==> src/rtl/hazard_pkg.sv <==
// rtl/hazard_pkg.sv - shared memtoreg and forward-select encodings for the hazard scoreboard
package hazard_pkg;

    localparam logic [1:0] M2R_ALU  = 2'b00;
    localparam logic [1:0] M2R_MEM  = 2'b01;
    localparam logic [1:0] M2R_PC4  = 2'b10;
    localparam logic [1:0] M2R_NONE = 2'b11;

    localparam logic [2:0] FWD_NONE   = 3'b000;
    localparam logic [2:0] FWD_EX_ALU = 3'b001;
    localparam logic [2:0] FWD_EX_PC4 = 3'b010;
    localparam logic [2:0] FWD_WB_ALU = 3'b011;
    localparam logic [2:0] FWD_WB_MEM = 3'b100;
    localparam logic [2:0] FWD_WB_PC4 = 3'b101;

    // A load in EX/MEM has no data yet, so it maps to no forward (the caller stalls instead).
    function automatic logic [2:0] ex_fwd_code(input logic [1:0] m2r);
        case (m2r)
            M2R_ALU: ex_fwd_code = FWD_EX_ALU;
            M2R_PC4: ex_fwd_code = FWD_EX_PC4;
            default: ex_fwd_code = FWD_NONE;
        endcase
    endfunction

    function automatic logic [2:0] wb_fwd_code(input logic [1:0] m2r);
        case (m2r)
            M2R_ALU: wb_fwd_code = FWD_WB_ALU;
            M2R_MEM: wb_fwd_code = FWD_WB_MEM;
            M2R_PC4: wb_fwd_code = FWD_WB_PC4;
            default: wb_fwd_code = FWD_NONE;
        endcase
    endfunction

endpackage

==> src/rtl/fwd_port_sel.sv <==
// rtl/fwd_port_sel.sv - forward select, load-use and busy-RAW detection for one source operand
module fwd_port_sel
    import hazard_pkg::*;
#(
    parameter  int NUM_REGS = 32,
    localparam int REG_AW   = $clog2(NUM_REGS)
) (
    input  logic [REG_AW-1:0]   rs_addr,
    input  logic                rs_used,
    input  logic                ex_wr_en,
    input  logic [REG_AW-1:0]   ex_wr_addr,
    input  logic [1:0]          ex_m2r,
    input  logic                wb_wr_en,
    input  logic [REG_AW-1:0]   wb_wr_addr,
    input  logic [1:0]          wb_m2r,
    input  logic [NUM_REGS-1:0] busy_vec,
    output logic [2:0]          fwd_sel,
    output logic                load_use,
    output logic                raw_busy
);

    // The youngest producer (EX/MEM) shadows MEM/WB; x0 and unused operands never match.
    always_comb begin
        fwd_sel  = FWD_NONE;
        load_use = 1'b0;
        raw_busy = 1'b0;
        if (rs_used && (rs_addr != '0)) begin
            raw_busy = busy_vec[rs_addr];
            if (ex_wr_en && (ex_wr_addr == rs_addr)) begin
                fwd_sel  = ex_fwd_code(ex_m2r);
                load_use = (ex_m2r == M2R_MEM);
            end else if (wb_wr_en && (wb_wr_addr == rs_addr)) begin
                fwd_sel  = wb_fwd_code(wb_m2r);
            end
        end
    end

endmodule

==> src/rtl/hazard_scoreboard_unit.sv <==
// rtl/hazard_scoreboard_unit.sv - forwarding, stall and mul/div busy scoreboard (option: HAZARD_PERF_CNT_EN)
module hazard_scoreboard_unit
    import hazard_pkg::*;
#(
    parameter  int NUM_RD_PORTS = 2,
    parameter  int NUM_REGS     = 32,
    localparam int REG_AW       = $clog2(NUM_REGS)
) (
    input  logic                           clk,
    input  logic                           rst_n,
    input  logic [NUM_RD_PORTS*REG_AW-1:0] rs_addr,
    input  logic [NUM_RD_PORTS-1:0]        rs_used,
    input  logic                           ex_wr_en,
    input  logic [REG_AW-1:0]              ex_wr_addr,
    input  logic [1:0]                     ex_m2r,
    input  logic                           wb_wr_en,
    input  logic [REG_AW-1:0]              wb_wr_addr,
    input  logic [1:0]                     wb_m2r,
    input  logic                           id_wr_en,
    input  logic [REG_AW-1:0]              id_wr_addr,
    input  logic                           md_issue,
    input  logic [REG_AW-1:0]              md_issue_rd,
    input  logic                           md_done,
    input  logic [REG_AW-1:0]              md_done_rd,
    output logic [NUM_RD_PORTS*3-1:0]      fwd_sel,
    output logic                           stall,
    output logic                           sb_err,
    output logic [NUM_REGS-1:0]            busy_vec
`ifdef HAZARD_PERF_CNT_EN
    ,
    output logic [31:0]                    stall_cnt,
    output logic [31:0]                    lu_stall_cnt
`endif
);

    logic [NUM_REGS-1:0]     busy_q;
    logic [NUM_REGS-1:0]     busy_nxt;
    logic                    err_nxt;
    logic [NUM_RD_PORTS-1:0] load_use_vec;
    logic [NUM_RD_PORTS-1:0] raw_vec;
    logic                    waw;
    logic                    load_use_any;

    assign busy_vec = busy_q;

    for (genvar i = 0; i < NUM_RD_PORTS; i++) begin : g_port
        fwd_port_sel #(
            .NUM_REGS (NUM_REGS)
        ) u_fwd_port_sel (
            .rs_addr    (rs_addr[i*REG_AW +: REG_AW]),
            .rs_used    (rs_used[i]),
            .ex_wr_en   (ex_wr_en),
            .ex_wr_addr (ex_wr_addr),
            .ex_m2r     (ex_m2r),
            .wb_wr_en   (wb_wr_en),
            .wb_wr_addr (wb_wr_addr),
            .wb_m2r     (wb_m2r),
            .busy_vec   (busy_q),
            .fwd_sel    (fwd_sel[i*3 +: 3]),
            .load_use   (load_use_vec[i]),
            .raw_busy   (raw_vec[i])
        );
    end

    // Stall on load-use, on reading a pending mul/div result, or on overwriting one (WAW).
    always_comb begin
        waw          = id_wr_en && (id_wr_addr != '0) && busy_q[id_wr_addr];
        load_use_any = |load_use_vec;
        stall        = load_use_any || (|raw_vec) || waw;
    end

    // Completion clears first so that a same-cycle issue to the same register keeps it busy.
    always_comb begin
        busy_nxt = busy_q;
        err_nxt  = sb_err;
        if (md_done) begin
            if (busy_q[md_done_rd]) begin
                busy_nxt[md_done_rd] = 1'b0;
            end else begin
                err_nxt = 1'b1;
            end
        end
        if (md_issue && (md_issue_rd != '0)) begin
            busy_nxt[md_issue_rd] = 1'b1;
        end
    end

    // Scoreboard state keeps updating regardless of stall; reset drops all in-flight tracking.
    always_ff @(posedge clk or negedge rst_n) begin
        if (!rst_n) begin
            busy_q <= '0;
            sb_err <= 1'b0;
        end else begin
            busy_q <= busy_nxt;
            sb_err <= err_nxt;
        end
    end

`ifdef HAZARD_PERF_CNT_EN
    // Saturating counts of all stall cycles and of load-use stall cycles.
    always_ff @(posedge clk or negedge rst_n) begin
        if (!rst_n) begin
            stall_cnt    <= '0;
            lu_stall_cnt <= '0;
        end else begin
            if (stall && (stall_cnt != 32'hFFFF_FFFF)) begin
                stall_cnt <= stall_cnt + 32'd1;
            end
            if (load_use_any && (lu_stall_cnt != 32'hFFFF_FFFF)) begin
                lu_stall_cnt <= lu_stall_cnt + 32'd1;
            end
        end
    end
`endif

endmodule

==> config.mk <==
export PLATFORM = sky130hd
export DESIGN_NAME = hazard_scoreboard_unit
export DESIGN_NICKNAME = d
export VERILOG_FILES = /design/src/rtl/hazard_pkg.sv /design/src/rtl/fwd_port_sel.sv /design/src/rtl/hazard_scoreboard_unit.sv
export SDC_FILE = /design/constraint.sdc
export NUM_CORES = 1
export LEC_CHECK = 0
export BUFFER_PORTS_ARGS = -buffer_cell sky130_fd_sc_hd__buf_2
export CAP_MARGIN = 20
export CORE_MARGIN = 8
export CORE_UTILIZATION = 48
export DETAILED_ROUTE_END_ITERATION = 16
export GPL_TIMING_DRIVEN = 0
export PLACE_DENSITY = 0.85
export SLEW_MARGIN = 15
export SYNTH_ARGS = -nofsm -noshare
export SYNTH_HDL_FRONTEND = slang
export SYNTH_SLANG_ARGS = --single-unit
==> constraint.sdc <==
create_clock -name clk -period 1.75 [get_ports clk]
set_input_delay 0.2625 -clock clk [delete_from_list [all_inputs] [get_ports clk]]
set_output_delay 0.2625 -clock clk [all_outputs]
set_load 0.01 [all_outputs]
### Yosys cells after proc, flatten, opt, wreduce, memory -nomap -nowiden

Cells that the tools add are included.
Widths: inputs -> output; s select.

* output and inout port bits: 40
* flip-flop bits (word level): 33
* input port bits: 48

* bitwise operators: 4
* eq/ne operators: 8
* mux-type cells: 29
* reduce and logical (&&, ||, !) cells: 22
* magnitude comparators: 7

Operators by type and width (number)
* $mux 32: 3
* $and 32x32->32: 1
* $not 32->32: 1
* $or 32x32->32: 1
* $lt 5x6->1 const B: 5
* $bmux 1 s5: 4
* $eq 5x5->1: 4
* $reduce_bool 5->1: 4
* $mux 3: 6
* $mux 1: 12
* $logic_and 1x1->1: 11
* $demux 1 s5: 2
* $ge 5x1->1 const B: 2
* $pmux 3 s3: 1
* $eq 2x1->1 const B: 2
* $eq 2x2->1 const B: 2
* $logic_not 2->1: 2
* $pmux 2 s2: 1
* $reduce_or 2->1: 2
* $logic_or 1x1->1: 2
* $reduce_and 2->1: 1
* $not 1->1: 1

### Longest topological paths before layout

Gate-level depths: netlist (run 1).

* depth in word-level cells: 10
* depth in mapped cells: 7
* depth with buffers taken out: 6

### Modules after synthesis

A second synthesis (run 1) with hierarchy kept.

* cells, all modules: 314
* area total of the unflattened synthesis: 3155.5 um^2

Modules (own cells, without submodules)
* hazard_scoreboard_unit: instances 1, cells each 210, sequential area each 825.8 um^2, area an instance 2102.0 um^2
* fwd_port_sel: instances 2, cells each 52, sequential area each 0.0 um^2, area an instance 526.8 um^2

### Worst setup path before layout (run 1)

OpenSTA, ideal clock, no wires.

* path kind: register to output
* start point: register busy_q[10], in the netlist busy_vec[10]
* end point: output stall
* required time: 1.487 ns
* setup slack: -0.137 ns
* stages on the path, launching flop included: 7
* data arrival time: 1.624 ns
* buffers on the path: 0
* cell sequence: dfrtp_1 > mux4_1 > mux2_2 > a21oi_1 > o21ai_1 > o2111ai_1 > nand4_1

* cells in the longest elaborated chain, start to end: 6

RTL lines
* from (decl): line hazard_scoreboard_unit.sv:36 `logic [NUM_REGS-1:0] busy_q;`
* from (signal assigned): line hazard_scoreboard_unit.sv:94 `busy_q <= busy_nxt;`
* $bmux 1 s5: line fwd_port_sel.sv:28 `raw_busy = busy_vec[rs_addr];`
* $mux 1 (not written as such): line fwd_port_sel.sv:28
* $mux 1: line fwd_port_sel.sv:27 `if (rs_used && (rs_addr != '0)) begin`
* $reduce_or 2->1: line hazard_scoreboard_unit.sv:69 `stall = load_use_any || (|raw_vec) || waw;`
* $logic_or 1x1->1: line hazard_scoreboard_unit.sv:69
* $logic_or 1x1->1 (*): line hazard_scoreboard_unit.sv:69
* to (decl): line hazard_scoreboard_unit.sv:26 `output logic stall,`

Mark *: on every way between the ends. The rest lies on a longest branch, timed or not. The select of a mux whose other input is x is not followed.

### Final worst setup path (run 1)

* start point: register busy_q[13], in the netlist busy_vec[13]
* end point: output stall

The elaborated chain is that of the path after synthesis.

==> results of run 1 <==
-- repair_timing --
item                       in CTS  in global routing
setup endpoints to repair       8                 16
pin swaps                       8                  7
resized for setup              38                 28
gates cloned                    1                  0
setup buffers                  17                  5
hold buffers                    0                  0
-- logic make-up after synthesis --
family	count (synthesis)	synth area share, %
AO/OA/AOI/OAI	53	12.7
adder cells (fa/ha/maj)	2	0.850
XOR/XNOR	20	5.95
AND/OR/NAND/NOR	119	22.2
multiplexers	39	27.0
buffers and inverters	18	3.31
flip-flops	33	28.0
-- flip-flops by register name, indices dropped and copies added, names as in the netlist --
signal,flops
busy_vec,32
sb_err,1
-- Yosys cell counts, types with 3 or more instances --
cell type / number
nand2_1: 54
dfrtp_1: 33
mux4_2: 23
o21ai_0: 19
xor2_1: 16
a22o_1: 15
nand3_1: 9
nand3b_1: 9
mux2i_1: 7
mux4_1: 7
buf_2: 6
nor2_1: 6
nor3b_1: 6
clkbuf_1: 4
inv_1: 4
nor4_1: 4
xnor2_1: 4
and3_1: 3
and4b_1: 3
buf_6: 3
nand4_1: 3
o31ai_1: 3
-- area by class of cell --
type	instances	area, um^2
Sequential cell	33	852
Multi-Input combinational cell	233	2090
Buffer	14	119
Timing Repair Buffer	103	647
Inverter	4	15.0
Fill cell	447	2000
Clock buffer	7	96.3
Tap cell	75	93.8
Clock inverter	1	5.00
-- through the flow --
stage / instance area (um^2) / power [mW]
floorplan: 2950 / 2.04
global placement: 3440 / 2.59
detailed placement: 3440 / 2.65
CTS: 3800 / 3.49
global route: 3920 / 3.75
finish: 3920 / 3.59
-- report_power, final --
| group | internal [mW] | switching [mW] | total (mW) |
|---|---|---|---|
| registers | 0.987 | 0.338 | 1.33 |
| clock network | 0.355 | 0.272 | 0.627 |
| logic | 0.903 | 0.733 | 1.64 |
| total | 2.25 | 1.34 | 3.59 |
-- worst paths after layout --
check	cells after the start	end	from
max	7	stall	busy_vec[13]$_DFF_PN0_
min	1	busy_vec[9]$_DFF_PN0_	rst_n
max reg2reg	5	sb_err$_DFFE_PN0P_	busy_vec[12]$_DFF_PN0_
min reg2reg	1	sb_err$_DFFE_PN0P_	sb_err$_DFFE_PN0P_
max in group asynchronous	1	busy_vec[30]$_DFF_PN0_	rst_n
min in group clk	2	sb_err$_DFFE_PN0P_	md_done
-- metal layers --
layer | global-route usage (%) | vias up | part of all wire, %
met3 | 4.88 | 46 | 12
met5 | 0 | - | 0
li1 | - | 1329 | -
met1 | 29.4 | 1493 | 38
met4 | 12.3 | 0 | 3.3
met2 | 37.8 | 257 | 47
-- worst reg2reg max path, delay by kind of cell (launching register included) --
family	cells	cell delay, ns
compound gates	1	0.21
mux	1	0.44
flops	1	0.43
buf+inv	1	0.16
simple gates	2	0.54
==> impl_metrics.csv, run 1 <==
group,metric,value,unit
final_layout,antenna_cells,0,
sta,fin_tns_setup,-1.91,ns
clock_tree,numCtsBuffers,5,
sta,worstMarginPinSlew,0.729,ns
flow_run,maxCapViolCount,0,
synth,syn-num-nets,334,
sta,fin_crit_sh,134,%
synth,yosys_register_bits,33,
power,powerDensity,915,nW/um^2
final_layout,fin_cells,470,
clock_tree,cts_tree,"yes",
clock_tree,clkTransAtPathRegs,0.07,ns
sta,worst_slack,-0.589,ns
die,num_rows,28,
grt,grt_overflow,0,
drt,first_pass_iters,5,
worst_setup_path,cp_top_family,"multiplexers",
synth,synth-seq-area-share,28.0,%
die,dieArea,8900,um^2
worst_setup_path,path_cells,"mux4_2 -> mux2_4 -> a21oi_2 -> o21ai_1 -> o2111ai_1 -> nand4_1 -> buf_2",
final_layout,drive_above_1_share,49.6,%
final_layout,nNetsFinal,444,
worst_setup_path,critPathBufInv,1,
sta,report.final.setup_viol,8,
sta,fin_skew,0.00696,ns
grt,grt_pass1_wl,16.3,mm
sta,timing.hold.ws,0.0331,ns
worst_setup_path,critPathSlowestCell,"mux4_2",
synth,ys_types,54,
die,start_util,49.7,%
drt,finalWirelength,10.8,mm
min_path,hp-class,"in2async",
placed_design,dpl.hpwl,7.40,mm
grt,grt_max_degree,34,
die,fp.coreArea,5920,um^2
drt,ant_nets,0,
drt,post_drt_wl_per_cell,22.9,um
worst_setup_path,start_kind,"flop",
synth,mappedNetlistArea,2940,um^2
grt,antenna_found_initial,0,
final_layout,layout_common_cells,"buf_2 (79), nand2_1 (52), mux4_2 (28)",
sta,hold_violations,0,
die,pin_count,88,
sta,finalCriticalPeriod,2.34,ns
grt,track_usage,23.6,%
placed_design,gp_congestion,0.991,
drt,drt_first_iter_violations,287,
synth,synth_edf_count,0,
synth,synth_flop_cell,"dfrtp_1",
power,vdd_ir_drop_max,736,uV
synth,yosysWarningCount,0,
sta,slew_headroom,51.4,%
worst_setup_path,slowest_delay,0.48,ns
final_layout,areaGrowthSynthToFinish,33.2,%
clock_tree,cts.htree.levels,2,
clock_tree,clk_latency,0.29,ns
status,outcome,"finished with violations",
synth,synth.area.top_cells,"dfrtp_1 (28%), mux4_2 (18%), nand2_1 (6.9%)",
power,p_leak,1.70,nW
worst_setup_path,worstPathRequired,1.49,ns
synth,synth_area_per_cell,10.4,um^2
synth,yosysTopAreaCell,"dfrtp_1",
die,die_h,94.3,um
worst_setup_path,path_class,"reg2out",
drt,vias,3125,
clock_tree,clk_path_buf_depth,2,
worst_setup_path,critPathMaxFanout,4,
sta,finalMaxSlewViolations,0,
placed_design,dp.cells,439,
status,violations,"negative setup slack",
sta,fmax,428,MHz
final_layout,final_common_cell,"buf_2",
worst_setup_path,endpoint_kind,"output pin",
clock_tree,clock-root-buffer,"clkbuf_8",
die,die_x,94.3,um
clock_tree,clock-sinks,33,
drt,route.detailed.drc,0,
worst_setup_path,crit_arrival,2.08,ns
synth,async_flop_share,100,%
worst_setup_path,reg2reg_slack,-0.08,ns
placed_design,place_ws,-0.494,ns
sta,rsz0062_at_grt,"true",
grt,grt_pass1_vias,3174,
synth,synth_top_area_share,28.0,%
synth,synthCells,284,
drt,vias_per_cell,6.65,
placed_design,place.port_buffers,80,
final_layout,post-route-util,66.3,%
Power figures use the tool's default switching activity.
==> run 2, diff against run 1 <==
--- a/config.mk
+++ b/config.mk
@@ -9,6 +9,7 @@
 export CAP_MARGIN = 20
 export CORE_MARGIN = 8
 export CORE_UTILIZATION = 48
+export CTS_CLUSTER_DIAMETER = 120
 export DETAILED_ROUTE_END_ITERATION = 16
 export GPL_TIMING_DRIVEN = 0
 export PLACE_DENSITY = 0.85
==> constraint.sdc (replaced) <==
create_clock -name clk -period 1.75 [get_ports clk]
set_input_delay 0.2625 -clock clk [delete_from_list [all_inputs] [get_ports clk]]
set_output_delay 0.2625 -clock clk [all_outputs]
set_load 0.05 [all_outputs]
==> impl_metrics.csv, run 2 (synthesized netlist as in run 1, its figures left out) <==
group,metric,value,unit
die,num_rows,28,
drt,ant_nets,0,
clock_tree,clk_latency,0.29,ns
grt,grt_max_degree,34,
sta,slew_headroom,50.8,%
grt,grt_pass1_wl,17.1,mm
drt,post_drt_wl_per_cell,22.9,um
final_layout,areaGrowthSynthToFinish,43.6,%
sta,rsz0062_at_grt,"true",
sta,worst_slack,-0.607,ns
placed_design,dpl.hpwl,7.47,mm
min_path,hp-class,"in2async",
drt,route.detailed.drc,0,
drt,vias,3186,
clock_tree,numCtsBuffers,5,
grt,grt_pass1_vias,3274,
worst_setup_path,crit_arrival,2.09,ns
status,violations,"negative setup slack",
worst_setup_path,path_class,"reg2out",
placed_design,dp.cells,439,
power,p_total,4.31,mW
worst_setup_path,rr_endpoint,"sb_err$_DFFE_PN0P_",
sta,fin_skew,0.00731,ns
clock_tree,clock-root-buffer,"clkbuf_8",
die,die_x,94.3,um
sta,timing.hold.ws,0.0290,ns
worst_setup_path,startpoint,"busy_vec[13]$_DFF_PN0_",
clock_tree,clock-sinks,33,
clock_tree,holdBufCountCts,0,
die,start_util,49.7,%
sta,finalMaxSlewViolations,0,
drt,finalWirelength,11.1,mm
worst_setup_path,endpoint_kind,"output pin",
drt,vias_per_cell,6.54,
die,dieArea,8900,um^2
worst_setup_path,start_kind,"flop",
die,pin_count,88,
clock_tree,clk_path_buf_depth,2,
worst_setup_path,r2r_start,"busy_vec[31]$_DFF_PN0_",
placed_design,place.port_buffers,80,
clock_tree,cts.htree.levels,2,
worst_setup_path,reg2reg_slack,-0.06,ns
drt,drt_first_iter_violations,333,
sta,finalCriticalPeriod,2.36,ns
worst_setup_path,worstPathRequired,1.49,ns
final_layout,antenna_cells,0,
power,powerDensity,1020,nW/um^2
power,p_leak,1.84,nW
final_layout,final_common_cell,"buf_2",
sta,hold_violations,0,
sta,report.final.setup_viol,8,
grt,track_usage,24.4,%
final_layout,largest_register_ffs,32,
die,fp.coreArea,5920,um^2
status,outcome,"finished with violations",
final_layout,post-route-util,71.4,%
final_layout,nNetsFinal,461,
power,vdd_ir_drop_max,1050,uV
grt,antenna_found_initial,0,
final_layout,drive_above_1_share,56.6,%
clock_tree,cts_tree,"yes",
final_layout,fin_cells,487,
sta,fin_crit_sh,135,%
drt,first_pass_iters,4,
sta,fmax,424,MHz
placed_design,place_ws,-0.630,ns
worst_setup_path,endpoint,"stall",
worst_setup_path,r2r_cells,6,
clock_tree,clkTransAtPathRegs,0.07,ns
final_layout,layout_common_cells,"buf_2 (72), nand2_1 (52), buf_4 (36)",
placed_design,gp_congestion,0.980,
grt,grt_overflow,0,
die,die_h,94.3,um
final_layout,fill_cells,424,
sta,worstMarginPinSlew,0.737,ns
flow_run,maxCapViolCount,0,
worst_setup_path,critPathMaxFanout,4,
[run 2: per-stage QoR]
| step | setup TNS (ns) | cell area (um^2) |
|---|---|---|
| 2_1_floorplan | -1.11 | 3110 |
| 3_3_place_gp | -4.52 | 3600 |
| 3_5_place_dp | -4.70 | 3600 |
| 4_1_cts | -1.66 | 4120 |
| 5_1_grt | -2.39 | 4230 |
| 6_report | -1.73 | 4230 |
[run 2: power by group]
| part | internal [mW] | leakage [nW] | switching [mW] |
|---|---|---|---|
| combinational | 0.971 | 1.43 | 1.46 |
| clock | 0.321 | 0.0455 | 0.279 |
| sequential | 0.997 | 0.357 | 0.288 |
| total | 2.29 | 1.84 | 2.02 |
[run 2: worst min path at each step]
stage / from / end / slack [ns] / cells after the start
finish: rst_n / sb_err$_DFFE_PN0P_ / 0.03 / 1
floorplan: rst_n / busy_vec[0]$_DFF_PN0_ / -0.03 / 0
global placement: rst_n / busy_vec[9]$_DFF_PN0_ / 0.35 / 1
global route: rst_n / busy_vec[9]$_DFF_PN0_ / 0.08 / 1
detailed placement: rst_n / busy_vec[9]$_DFF_PN0_ / 0.37 / 1
CTS: rst_n / sb_err$_DFFE_PN0P_ / 0.06 / 1
[run 2: critical path: stages, from the launching register on]
cell       delay, ns
dfrtp_2         0.44
mux4_2          0.47
mux2_4          0.27
a21oi_2         0.12
o21ai_1         0.07
o2111ai_1       0.08
nand4_1         0.16
buf_6           0.19
[run 2: final cells by class]
cell class                 instances  area, um^2  area share (%)
buffer                            14         159            3.76
timing repair buffer             120         807            19.1
sequential                        33         862            20.4
clock buffer                       8        90.1            2.13
multi-input combinational        233        2200            52.1
inverter                           4        15.0           0.355
tap                               75        93.8            2.22
[run 2: timing repair]
item	in CTS	in global routing
setup endpoints to repair	7	12
buffers inserted	35	4
gates resized for setup	43	20
pin swaps	21	15
[run 2: metal layers]
metal  GRT usage (%)  part of all wire, %  up-vias
met1            30.5                   37     1553
met3            4.64                   12       39
met4            11.5                  3.6        0
met2            39.7                   48      235
li1                -                    -     1359
met5               0                    0        -
==> run 3, diff against run 2 <==
--- a/config.mk
+++ b/config.mk
@@ -17,3 +17,4 @@
 export SYNTH_ARGS = -nofsm -noshare
 export SYNTH_HDL_FRONTEND = slang
 export SYNTH_SLANG_ARGS = --single-unit
+export TNS_END_PERCENT = 5
==> impl_metrics.csv, run 3 (synthesized netlist as in run 1, its figures left out) <==
group,metric,value,unit
status,outcome,"finished with violations",
status,violations,"negative setup slack",
worst_setup_path,crit_top_cell,"mux4_2",
die,pin_count,88,
sta,report.final.setup_viol,8,
power,swShare,48.4,%
final_layout,fill_cells,479,
power,p_clk_share,13.8,%
sta,rsz0062_at_grt,"true",
final_layout,nNetsFinal,427,
worst_setup_path,rr_endpoint,"sb_err$_DFFE_PN0P_",
sta,timing.hold.ws,0.0354,ns
final_layout,layout_common_cells,"buf_2 (75), nand2_1 (53), mux4_2 (28)",
die,start_util,49.7,%
min_path,hp-class,"in2async",
die,die_x,94.3,um
drt,finalWirelength,10.1,mm
sta,worst_slack,-0.611,ns
placed_design,place.port_buffers,80,
worst_setup_path,start_kind,"flop",
sta,fin_crit_sh,135,%
die,fp.coreArea,5920,um^2
final_layout,finalInstanceArea,3710,um^2
sta,hold_violations,0,
die,num_rows,28,
power,p_leak,1.59,nW
sta,finalCriticalPeriod,2.36,ns
placed_design,dpl.hpwl,7.39,mm
worst_setup_path,critPathMaxFanout,6,
clock_tree,clkTransAtPathRegs,0.07,ns
final_layout,largest_register_ffs,32,
worst_setup_path,endpoint,"stall",
clock_tree,clock-sinks,33,
final_layout,final_common_cell,"buf_2",
power,powerDensity,1070,nW/um^2
final_layout,drive_above_1_share,46.6,%
placed_design,placed_area,3510,um^2
sta,worstMarginPinSlew,0.725,ns
worst_setup_path,startpoint,"busy_vec[20]$_DFF_PN0_",
worst_setup_path,critPathSlowestCell,"mux4_2",
worst_setup_path,path_class,"reg2out",
grt,grt_pass1_vias,3057,
grt,grt_pass1_wl,15.8,mm
worst_setup_path,endpoint_kind,"output pin",
die,die_h,94.3,um
clock_tree,clock-root-buffer,"clkbuf_8",
worst_setup_path,reg2reg_slack,-0.11,ns
sta,fin_skew,0.00410,ns
drt,drt_first_iter_violations,198,
final_layout,areaGrowthSynthToFinish,26.1,%
grt,grt_max_degree,34,
clock_tree,cts.htree.levels,2,
drt,first_pass_iters,5,
worst_setup_path,r2r_start,"busy_vec[13]$_DFF_PN0_",
final_layout,antenna_cells,0,
grt,antenna_found_initial,0,
grt,track_usage,22.4,%
worst_setup_path,slowest_delay,0.48,ns
power,combPwrFrac,52.1,%
power,intPower,2.06,mW
clock_tree,clk_path_buf_depth,2,
grt,grt_overflow,0,
power,p_seq_share,34.1,%
flow_run,maxCapViolCount,0,
sta,fmax,423,MHz
final_layout,multi_input_area,2090,um^2
power,p_total,3.98,mW
clock_tree,holdBufCountCts,0,
sta,slew_headroom,51.7,%
sta,finalMaxSlewViolations,0,
die,dieArea,8900,um^2
clock_tree,numCtsBuffers,5,
drt,route.detailed.drc,0,
drt,vias_per_cell,6.60,
drt,ant_nets,0,
power,power.switching,1.92,mW
worst_setup_path,worstPathRequired,1.49,ns
worst_setup_path,path_cells,"mux4_2 -> mux4_2 -> nand3_1 -> nand4_1 -> buf_6",
worst_setup_path,crit_arrival,2.10,ns
final_layout,post-route-util,62.7,%
worst_setup_path,r2r_cells,5,
clock_tree,cts_tree,"yes",
placed_design,place_ws,-0.685,ns
placed_design,gp_congestion,1.00,
clock_tree,clk_latency,0.28,ns
power,vdd_ir_drop_max,1030,uV
drt,post_drt_wl_per_cell,22.2,um
drt,vias,2991,
final_layout,ff_latch_area,858,um^2
[run 3: how the worst min path moves through the flow]
stage	to	slack (ns)	cells after the start
after floorplan	busy_vec[0]$_DFF_PN0_	-0.03	0
after global placement	busy_vec[6]$_DFF_PN0_	0.35	1
after detailed placement	busy_vec[6]$_DFF_PN0_	0.36	1
after CTS	busy_vec[7]$_DFF_PN0_	0.06	1
after global routing	busy_vec[7]$_DFF_PN0_	0.09	1
final	busy_vec[7]$_DFF_PN0_	0.04	1
[run 3: final cells by class]
type                    instances  share of cell area (%)
multi-input cells             233                    56.3
flip-flops and latches         33                    23.1
repair buffers                 86                    12.9
plain buffers                  14                    2.53
well taps                      75                    2.53
clock buffers                   6                    1.95
inverters                       4                   0.404
clock inverters                 2                   0.270
[run 3: through the flow]
stage               instances  TNS [ns]
global route              453     -3.37
finish                    453     -2.73
global placement          439     -4.88
CTS                       453     -2.73
floorplan                 284     -2.38
detailed placement        439     -6.11
[run 3: critical path, delay by kind of cell (launching register included)]
family                 cells  cell delay [ns]
AND/OR/NAND/NOR            2             0.21
flip-flops                 1             0.47
buffers and inverters      1             0.18
multiplexers               2             0.95
[run 3: power groups by stage]
| stage | logic [mW] | registers (mW) | clock network, mW |
|---|---|---|---|
| after detailed placement | 1.94 | 1.38 | 0 |
| after floorplan | 0.780 | 1.92 | 0 |
| after CTS | 2.07 | 1.34 | 0.553 |
| after global placement | 1.92 | 1.37 | 0 |
| final | 2.07 | 1.36 | 0.549 |
| after global routing | 2.17 | 1.38 | 0.581 |
[run 3: timing repair]
item | CTS | global route
pin swaps | 6 | 1
endpoints found under the setup margin | 13 | 8
setup buffers | 6 | 0
hold endpoints to repair | 0 | 0
gates resized for setup | 21 | 2
[run 3: per-layer routing]
layer  up-vias  global-route usage (%)  share of wire (%)
li1       1300                       -                  -
met1      1446                    28.2                 39
met2       216                    37.0                 48
met3        29                    4.88                 11
met4         0                    8.19                1.9
met5         -                       0                  0
